==> src/rtl/seq_modulus_pkg.sv <==
// +----------------------------------------------------------------------------+
// | seq_modulus_pkg : shared FSM states, default width, iteration-counter width |
// | Rev 1.0                                                                     |
// +----------------------------------------------------------------------------+
`default_nettype none

package seq_modulus_pkg;

    localparam int DEFAULT_WIDTH = 16;

    typedef enum logic [1:0] {
        ST_IDLE = 2'd0,
        ST_CALC = 2'd1,
        ST_DONE = 2'd2
    } state_e;

    // Wide enough to hold the iteration count WIDTH itself.
    function automatic int cnt_width(input int width);
        return $clog2(width) + 1;
    endfunction

endpackage

`default_nettype wire

==> src/rtl/seq_modulus_step.sv <==
// +----------------------------------------------------------------------------+
// | seq_modulus_step : one combinational restoring shift-subtract stage         |
// | Rev 1.0                                                                     |
// +----------------------------------------------------------------------------+
`default_nettype none

module seq_modulus_step #(
    parameter int WIDTH = 16
) (
    input  logic [WIDTH-1:0] i_rem,
    input  logic             i_dvd_bit,
    input  logic [WIDTH-1:0] i_dvs,
    output logic [WIDTH-1:0] o_rem,
    output logic             o_quo_bit
);

    logic [WIDTH:0] w_shift;
    logic [WIDTH:0] w_diff;

    // i_rem < i_dvs keeps w_shift < 2*i_dvs, so bit WIDTH of the difference is its sign.
    assign w_shift   = {i_rem, i_dvd_bit};
    assign w_diff    = w_shift - {1'b0, i_dvs};
    assign o_quo_bit = ~w_diff[WIDTH];
    assign o_rem     = o_quo_bit ? w_diff[WIDTH-1:0] : w_shift[WIDTH-1:0];

endmodule

`default_nettype wire

==> src/rtl/seq_modulus.sv <==
// +----------------------------------------------------------------------------+
// | seq_modulus : sequential divider, one quotient bit per cycle (x / y, x % y)  |
// | Rev 1.0 -- SEQ_MODULUS_SIGNED_EN adds port sgn for two's-complement mode     |
// +----------------------------------------------------------------------------+
`default_nettype none

module seq_modulus
    import seq_modulus_pkg::*;
#(
    parameter int WIDTH = DEFAULT_WIDTH
) (
    input  logic             clk,
    input  logic             rst_n,
    input  logic             start,
`ifdef SEQ_MODULUS_SIGNED_EN
    input  logic             sgn,
`endif
    input  logic [WIDTH-1:0] x,
    input  logic [WIDTH-1:0] y,
    output logic             busy,
    output logic             done,
    output logic [WIDTH-1:0] rem,
    output logic [WIDTH-1:0] quo,
    output logic             dz
);

    localparam int               CNT_W       = cnt_width(WIDTH);
    localparam logic [CNT_W-1:0] C_LAST_ITER = CNT_W'(WIDTH - 1);
    localparam logic [CNT_W-1:0] C_CNT_ONE   = CNT_W'(1);

    state_e           state_q, state_d;
    logic [CNT_W-1:0] cnt_q, cnt_d;
    logic [WIDTH-1:0] dvd_q, dvd_d;
    logic [WIDTH-1:0] dvs_q, dvs_d;
    logic [WIDTH-1:0] prem_q, prem_d;
    logic             done_q, done_d;
    logic [WIDTH-1:0] rem_q, rem_d;
    logic [WIDTH-1:0] quo_q, quo_d;
    logic             dz_q, dz_d;

    logic             w_y_zero;
    logic             w_div_zero;
    logic [WIDTH-1:0] w_mag_x;
    logic [WIDTH-1:0] w_mag_y;
    logic [WIDTH-1:0] w_quo_fin;
    logic [WIDTH-1:0] w_rem_fin;
    logic [WIDTH-1:0] w_step_rem;
    logic             w_step_bit;

    assign w_y_zero   = (y == '0);
    assign w_div_zero = (dvs_q == '0);

`ifdef SEQ_MODULUS_SIGNED_EN
    logic w_neg_x, w_neg_y;
    logic neg_quo_q, neg_quo_d;
    logic neg_rem_q, neg_rem_d;

    assign w_neg_x   = sgn & x[WIDTH-1];
    assign w_neg_y   = sgn & y[WIDTH-1];
    assign w_mag_x   = w_neg_x ? -x : x;
    assign w_mag_y   = w_neg_y ? -y : y;
    // Most-negative / -1 yields magnitude 2^(WIDTH-1), which reads back as most-negative.
    assign w_quo_fin = neg_quo_q ? -dvd_q : dvd_q;
    assign w_rem_fin = neg_rem_q ? -prem_q : prem_q;

    always_comb begin
        neg_quo_d = neg_quo_q;
        neg_rem_d = neg_rem_q;
        if (state_q == ST_IDLE && start) begin
            neg_quo_d = w_neg_x ^ w_neg_y;
            neg_rem_d = w_neg_x;
        end
    end

    always_ff @(posedge clk or negedge rst_n) begin
        if (!rst_n) begin
            neg_quo_q <= 1'b0;
            neg_rem_q <= 1'b0;
        end else begin
            neg_quo_q <= neg_quo_d;
            neg_rem_q <= neg_rem_d;
        end
    end
`else
    assign w_mag_x   = x;
    assign w_mag_y   = y;
    assign w_quo_fin = dvd_q;
    assign w_rem_fin = prem_q;
`endif

    seq_modulus_step #(
        .WIDTH(WIDTH)
    ) u_step (
        .i_rem    (prem_q),
        .i_dvd_bit(dvd_q[WIDTH-1]),
        .i_dvs    (dvs_q),
        .o_rem    (w_step_rem),
        .o_quo_bit(w_step_bit)
    );

    always_ff @(posedge clk or negedge rst_n) begin
        if (!rst_n) begin
            state_q <= ST_IDLE;
        end else begin
            state_q <= state_d;
        end
    end

    always_comb begin
        state_d = state_q;
        case (state_q)
            ST_IDLE: begin
                if (start) begin
                    state_d = w_y_zero ? ST_DONE : ST_CALC;
                end
            end
            ST_CALC: begin
                if (cnt_q == C_LAST_ITER) begin
                    state_d = ST_DONE;
                end
            end
            ST_DONE: state_d = ST_IDLE;
            default: state_d = ST_IDLE;
        endcase
    end

    always_comb begin
        busy = (state_q != ST_IDLE);
    end

    // The dividend register shifts left and collects quotient bits at its LSB.
    always_comb begin
        cnt_d  = cnt_q;
        dvd_d  = dvd_q;
        dvs_d  = dvs_q;
        prem_d = prem_q;
        done_d = 1'b0;
        rem_d  = rem_q;
        quo_d  = quo_q;
        dz_d   = dz_q;
        case (state_q)
            ST_IDLE: begin
                cnt_d = '0;
                if (start) begin
                    dvd_d  = w_y_zero ? x : w_mag_x;
                    dvs_d  = w_mag_y;
                    prem_d = '0;
                end
            end
            ST_CALC: begin
                cnt_d  = cnt_q + C_CNT_ONE;
                dvd_d  = {dvd_q[WIDTH-2:0], w_step_bit};
                prem_d = w_step_rem;
            end
            ST_DONE: begin
                cnt_d  = '0;
                done_d = 1'b1;
                if (w_div_zero) begin
                    rem_d = dvd_q;
                    quo_d = '1;
                    dz_d  = 1'b1;
                end else begin
                    rem_d = w_rem_fin;
                    quo_d = w_quo_fin;
                    dz_d  = 1'b0;
                end
            end
            default: cnt_d = '0;
        endcase
    end

    always_ff @(posedge clk or negedge rst_n) begin
        if (!rst_n) begin
            cnt_q  <= '0;
            dvd_q  <= '0;
            dvs_q  <= '0;
            prem_q <= '0;
            done_q <= 1'b0;
            rem_q  <= '0;
            quo_q  <= '0;
            dz_q   <= 1'b0;
        end else begin
            cnt_q  <= cnt_d;
            dvd_q  <= dvd_d;
            dvs_q  <= dvs_d;
            prem_q <= prem_d;
            done_q <= done_d;
            rem_q  <= rem_d;
            quo_q  <= quo_d;
            dz_q   <= dz_d;
        end
    end

    assign done = done_q;
    assign rem  = rem_q;
    assign quo  = quo_q;
    assign dz   = dz_q;

endmodule

`default_nettype wire

==> config.mk <==
export PLATFORM = sky130hd
export DESIGN_NAME = seq_modulus
export DESIGN_NICKNAME = d
export VERILOG_FILES = /design/src/rtl/seq_modulus_pkg.sv /design/src/rtl/seq_modulus_step.sv /design/src/rtl/seq_modulus.sv
export SDC_FILE = /design/constraint.sdc
export NUM_CORES = 1
export LEC_CHECK = 0
export ABC_AREA = 1
export BUFFER_PORTS_ARGS = -buffer_cell sky130_fd_sc_hd__buf_2
export CAP_MARGIN = 30
export CORE_MARGIN = 2
export CORE_UTILIZATION = 35
export CTS_CLUSTER_SIZE = 16
export DETAILED_ROUTE_END_ITERATION = 8
export REMOVE_ABC_BUFFERS = 1
export SLEW_MARGIN = 30
export SYNTH_ARGS = -nofsm -noshare
export SYNTH_HDL_FRONTEND = slang
export SYNTH_SLANG_ARGS = --single-unit
==> constraint.sdc <==
create_clock -name clk -period 2.85 [get_ports clk]
set_clock_uncertainty 0.05 [all_clocks]
set_input_delay 0.7125 -clock clk [delete_from_list [all_inputs] [get_ports clk]]
set_output_delay 0.7125 -clock clk [all_outputs]
set_load 0.02 [all_outputs]
# Word-level counts from Yosys, hierarchy flattened
# Index checks and enable logic that the tools add are counted.
# word_totals
reg_bits	89
word_cells	39
# op_classes
add_sub_neg	2
n_eq_ne	5
muxes	14
bitwise	1
n_reduce_logical	8
# ops
operator	count
2-to-1 mux 16 bit	5
case mux 16 bit (2 select lines)	2
zero test 16 bit	2
subtractor 17 x 16 -> 17 bit	1
2-to-1 mux 2 bit	3
AND reduction 2 bit	3
adder 5 x 1 -> 5 bit (second input constant)	1
equality test 5 x 4 -> 1 bit (second input constant)	1
2-to-1 mux 5 bit	1
inequality test 2 bit (second input constant)	2
case mux 2 bit (2 select lines)	1
nonzero test 2 bit	2
equality test 2 x 1 -> 1 bit (second input constant)	1
equality test 2 bit (second input constant)	1
zero test 2 bit	1
2-to-1 mux 1 bit	2
NOT 1 bit	1

# Depth between registers and ports, before layout
# depth
depth_word	4
ltp_mapped	16
depth_no_buf	16

# Modules after synthesis
# Synthesis repeated with hierarchy kept, for this count alone.
# hier_totals
hier_cells	732
area_unflattened_um2	5454.0
# modules_own_cells
module	instances	cells_per_inst	area_each_um2
seq_modulus	1	449	3906.2
seq_modulus_step	1	283	1547.7

# Worst setup path after synthesis
# OpenSTA, ideal clock, no wires.
# synth_timing
kind	flip-flop to flip-flop
start	register dvd_q[15]
end	register prem_q[7]
setup_ns	0.117
t_arrival_ns	1.954
path_slack_ns	0.730
stages_incl_launch_ff	16
n_path_buf	1
path_cell_list	dfrtp_1 inv_1 ha_1 inv_1 fa_1 nand2_1 nand2_1 nand3b_1 nand2_2 nand2_2 nand3_1 nand2_4 buf_12 nand2_2 nand3_2 nand2_1
# synth_via
elab_chain_cells	3
# synth_rtl
item	line	rtl
from (decl)	seq_modulus.sv:33	logic [WIDTH-1:0] dvd_q, dvd_d;
from (signal assigned)	seq_modulus.sv:184	dvd_q <= dvd_d;
subtractor 17 x 16 -> 17 bit	seq_modulus_step.sv:22	assign w_diff = w_shift - {1'b0, i_dvs};
2-to-1 mux 16 bit	seq_modulus_step.sv:24	assign o_rem = o_quo_bit ? w_diff[WIDTH-1:0] : w_shift[WIDTH-1:0];
case mux 16 bit (2 select lines)	seq_modulus.sv:141	case (state_q)
to (signal assigned)	seq_modulus.sv:186	prem_q <= prem_d;
to (decl)	seq_modulus.sv:35	logic [WIDTH-1:0] prem_q, prem_d;
# Every way passes these cells.
# A chain may end at the register's enable or synchronous reset.

# Final worst setup path
# layout_timing
start	register dvd_q[15]
end	register prem_q[14]
# Same word-level chain as after synthesis.

==> results.md <==
* Post-CTS Setup Bufs at 0
* Number of synthesized register bits at 89
* Synthesized area at 5110 um^2
* CP delay by family, top: simple AND/OR/NAND/NOR gates
* CTS Sinks at 89
* Share of layout cells above drive strength 1 at 0.172
* Tot Pwr at 7.40 mW
* Die area at 15600 um^2
* Row count at 44
* Clk Latency, worst-skew pair at 0.36 ns
* Area delta synth->final at 16.1%
* Most frequent cells in the layout: nand2_1, inv_1, dfrtp_1
* Clk root buf: clkbuf_16
* Initial antenna violation count at 0
* Crit path buffers/inverters at 2
* RSZ-0062 raised after global routing: false
* Global route hottest layer: met2
* Final net count at 801
* GRT Residual Overflow at 0
* Crit path capture type: flip-flop
* Total negative slack at 0 ns
* Worst path max stage delay at 0.44 ns
* Antenna Violating Nets Remaining at 0
* Final worst setup slack at 0.487 ns
* Setup CP Type: reg2reg
* Hold WS at 0.339 ns
* Worst-path cell chain: inv_1 -> ha_1 -> inv_1 -> fa_1 -> nand2_1 -> nand2_1 -> nand3b_1 -> nand2_2 -> nand2_2 -> nand3_1 -> nand2_4 -> nand2_1 -> nand2_1 -> nand2_1 -> nand2_1
* Length of the first detailed-routing pass in iterations at 4
* Synth Flop Type: dfrtp_1
* R2R setup slack at 0.49 ns
* Setup crit start: dvd_q[15]$_DFFE_PN0P_
* R2R depth at 15
* PwrDens at 1250 nW/um^2
* Critical Path Source Type: flip-flop
* Fin util at 0.413
* Post-synth EDFFs at 0
* Crit path depth at 15
* Synthesized area per cell at 7.48 um^2
* Cts bufs inserted at 9
* Worst Tran Pin Value at 0.766 ns
* RR Startpoint: dvd_q[15]$_DFFE_PN0P_
* Chip height at 125 um
* Final wirelength at 12800 um
* Final hold vios at 0
* P_leak at 3.14 nW
* Cell count after synthesis at 683
* Worst EP arrival at 2.62 ns
* First-pass GRT wire length at 22400 um
* Die Wd at 125 um
* Wire length per cell at 13.7 um
* Tmin final at 2.36 ns
* Worst-path clk slew at 0.07 ns
* Pre-CTS setup slack at 0.518 ns
* Commonest non-fill, non-tap cell in the layout: nand2_1
* Remaining DRCs at 0
* # diodes at 0
* Worst min path class: in2async
* Routing usage on met2 at 0.289
* Core footprint at 14400 um^2
* Register area share after synthesis at 0.436
* Max VDD drop at 0.887 mV
* Reg2reg end: prem_q[14]$_DFFE_PN0P_
* Crit path max fanout at 17
* I/O pin count at 70
* Synthesis warning total at 0
* Hpwl dp at 9340 um
* Max Slew Vio Count at 0
* Hold buffers post-CTS at 0
* DRT iter0 DRCs at 261
* Vias at 4434
* Post-CTS resize count at 0
* Initial core utilization at 0.355
* Gpl congestion at 0.850
* Final period util at 0.829
* Cell variety after synth at 34
* Via/cell ratio at 4.74
* Routing usage on met3 at 0.0408
* GR Util All Layers at 0.178
* I/O Buffers at 69
* Required time of the worst setup path at 3.10 ns
* Vias in the first global route at 4520
* Largest net degree at the start of global routing at 90
* Worst setup path endpoint: prem_q[14]$_DFFE_PN0P_
* Final setup violation count at 0
* GR Util met1 at 0.235
* Fmax at 0.423 GHz
* Number of max-cap violations at 0
* Status: finished, final reports clean
* Slew HR at 0.489
* Async SR Flop Fraction at 1.00
* Crit path max-delay cell type: fa_1
* H-tree depth reported by CTS at 3
* Clock tree buffer depth at 2
* Most frequent CP cell: nand2_1
* CTS tree: yes
==> report_power, final <==
group / switching, mW / leakage [nW] / internal [mW]
clock network: 0.571 / 0.143 / 0.617
logic: 2.61 / 1.91 / 1.37
registers: 0.405 / 1.09 / 1.83
total: 3.58 / 3.14 / 3.82
==> through the flow <==
stage	std cells	cell area, um^2
after global routing	936	5930
after global placement	920	5630
after CTS	936	5930
after detailed placement	920	5630
final	936	5930
after floorplan	660	4990
==> synthesized netlist by cell type, types with 2 or more instances <==
cell type / number / area, um^2
a21oi_1: 51 / 255
and2_1: 3 / 18.8
buf_1: 3 / 11.3
buf_2: 6 / 30.0
clkbuf_1: 11 / 41.3
dfrtp_1: 89 / 2230
ha_1: 18 / 225
inv_1: 103 / 387
inv_2: 3 / 11.3
nand2_1: 190 / 713
nand2_2: 18 / 113
nand2_4: 2 / 22.5
nand3_1: 24 / 120
nand3_2: 6 / 60.1
nand3b_1: 2 / 15.0
nand4_1: 9 / 56.3
nor2_1: 62 / 233
nor2_2: 3 / 18.8
nor2_4: 2 / 22.5
nor3_1: 2 / 10.0
o211ai_1: 17 / 128
o21ai_0: 27 / 135
o21bai_1: 2 / 15.0
o22ai_1: 15 / 93.8
xnor2_1: 5 / 43.8
xor2_1: 2 / 17.5
==> cells by family after synthesis <==
logic type / after synthesis / synth area share
flops: 89 / 0.436
xor+xnor: 7 / 0.0120
buf+inv: 130 / 0.102
simple gates: 325 / 0.277
compound gates: 113 / 0.124
fa+ha+maj: 19 / 0.0480
==> worst register-to-register path: stages (launching register included) <==
cell	delay, ns
dfrtp_1	0.38
inv_1	0.13
ha_1	0.16
inv_1	0.06
fa_1	0.44
nand2_1	0.11
nand2_1	0.06
nand3b_1	0.10
nand2_2	0.08
nand2_2	0.09
nand3_1	0.11
nand2_4	0.24
nand2_1	0.13
nand2_1	0.08
nand2_1	0.05
nand2_1	0.05
==> worst min-delay path by stage <==
stage | startpoint | endpoint | slack, ns
6_report | rst_n | rem[11]$_DFFE_PN0P_ | 0.34
5_1_grt | rst_n | rem[11]$_DFFE_PN0P_ | 0.38
4_1_cts | rst_n | dvs_q[9]$_DFFE_PN0P_ | 0.37
3_5_place_dp | cnt_q[0]$_DFF_PN0_ | cnt_q[0]$_DFF_PN0_ | 0.41
3_3_place_gp | cnt_q[0]$_DFF_PN0_ | cnt_q[0]$_DFF_PN0_ | 0.41
2_1_floorplan | rst_n | cnt_q[0]$_DFF_PN0_ | 0.37
==> sequential cells by signal (all words and copies together), names as in the netlist <==
signal / flops
prem_q: 16
state_q: 2
done: 1
quo: 16
dz: 1
cnt_q: 5
dvd_q: 16
dvs_q: 16
rem: 16
==> final cells by class <==
type / count / area, um^2
Fill cell: 1511 / 8440
Multi-Input combinational cell: 464 / 2360
Sequential cell: 89 / 2230
Timing Repair Buffer: 76 / 413
Inverter: 107 / 402
Tap cell: 184 / 230
Clock buffer: 9 / 225
Clock inverter: 7 / 72.6
==> per-layer routing <==
layer,vias to the layer above,share of wire
li1,2296,-
met1,2053,0.48
met5,-,0
met2,65,0.46
met4,0,0.018
met3,20,0.038
Power figures use the tool's default switching activity.
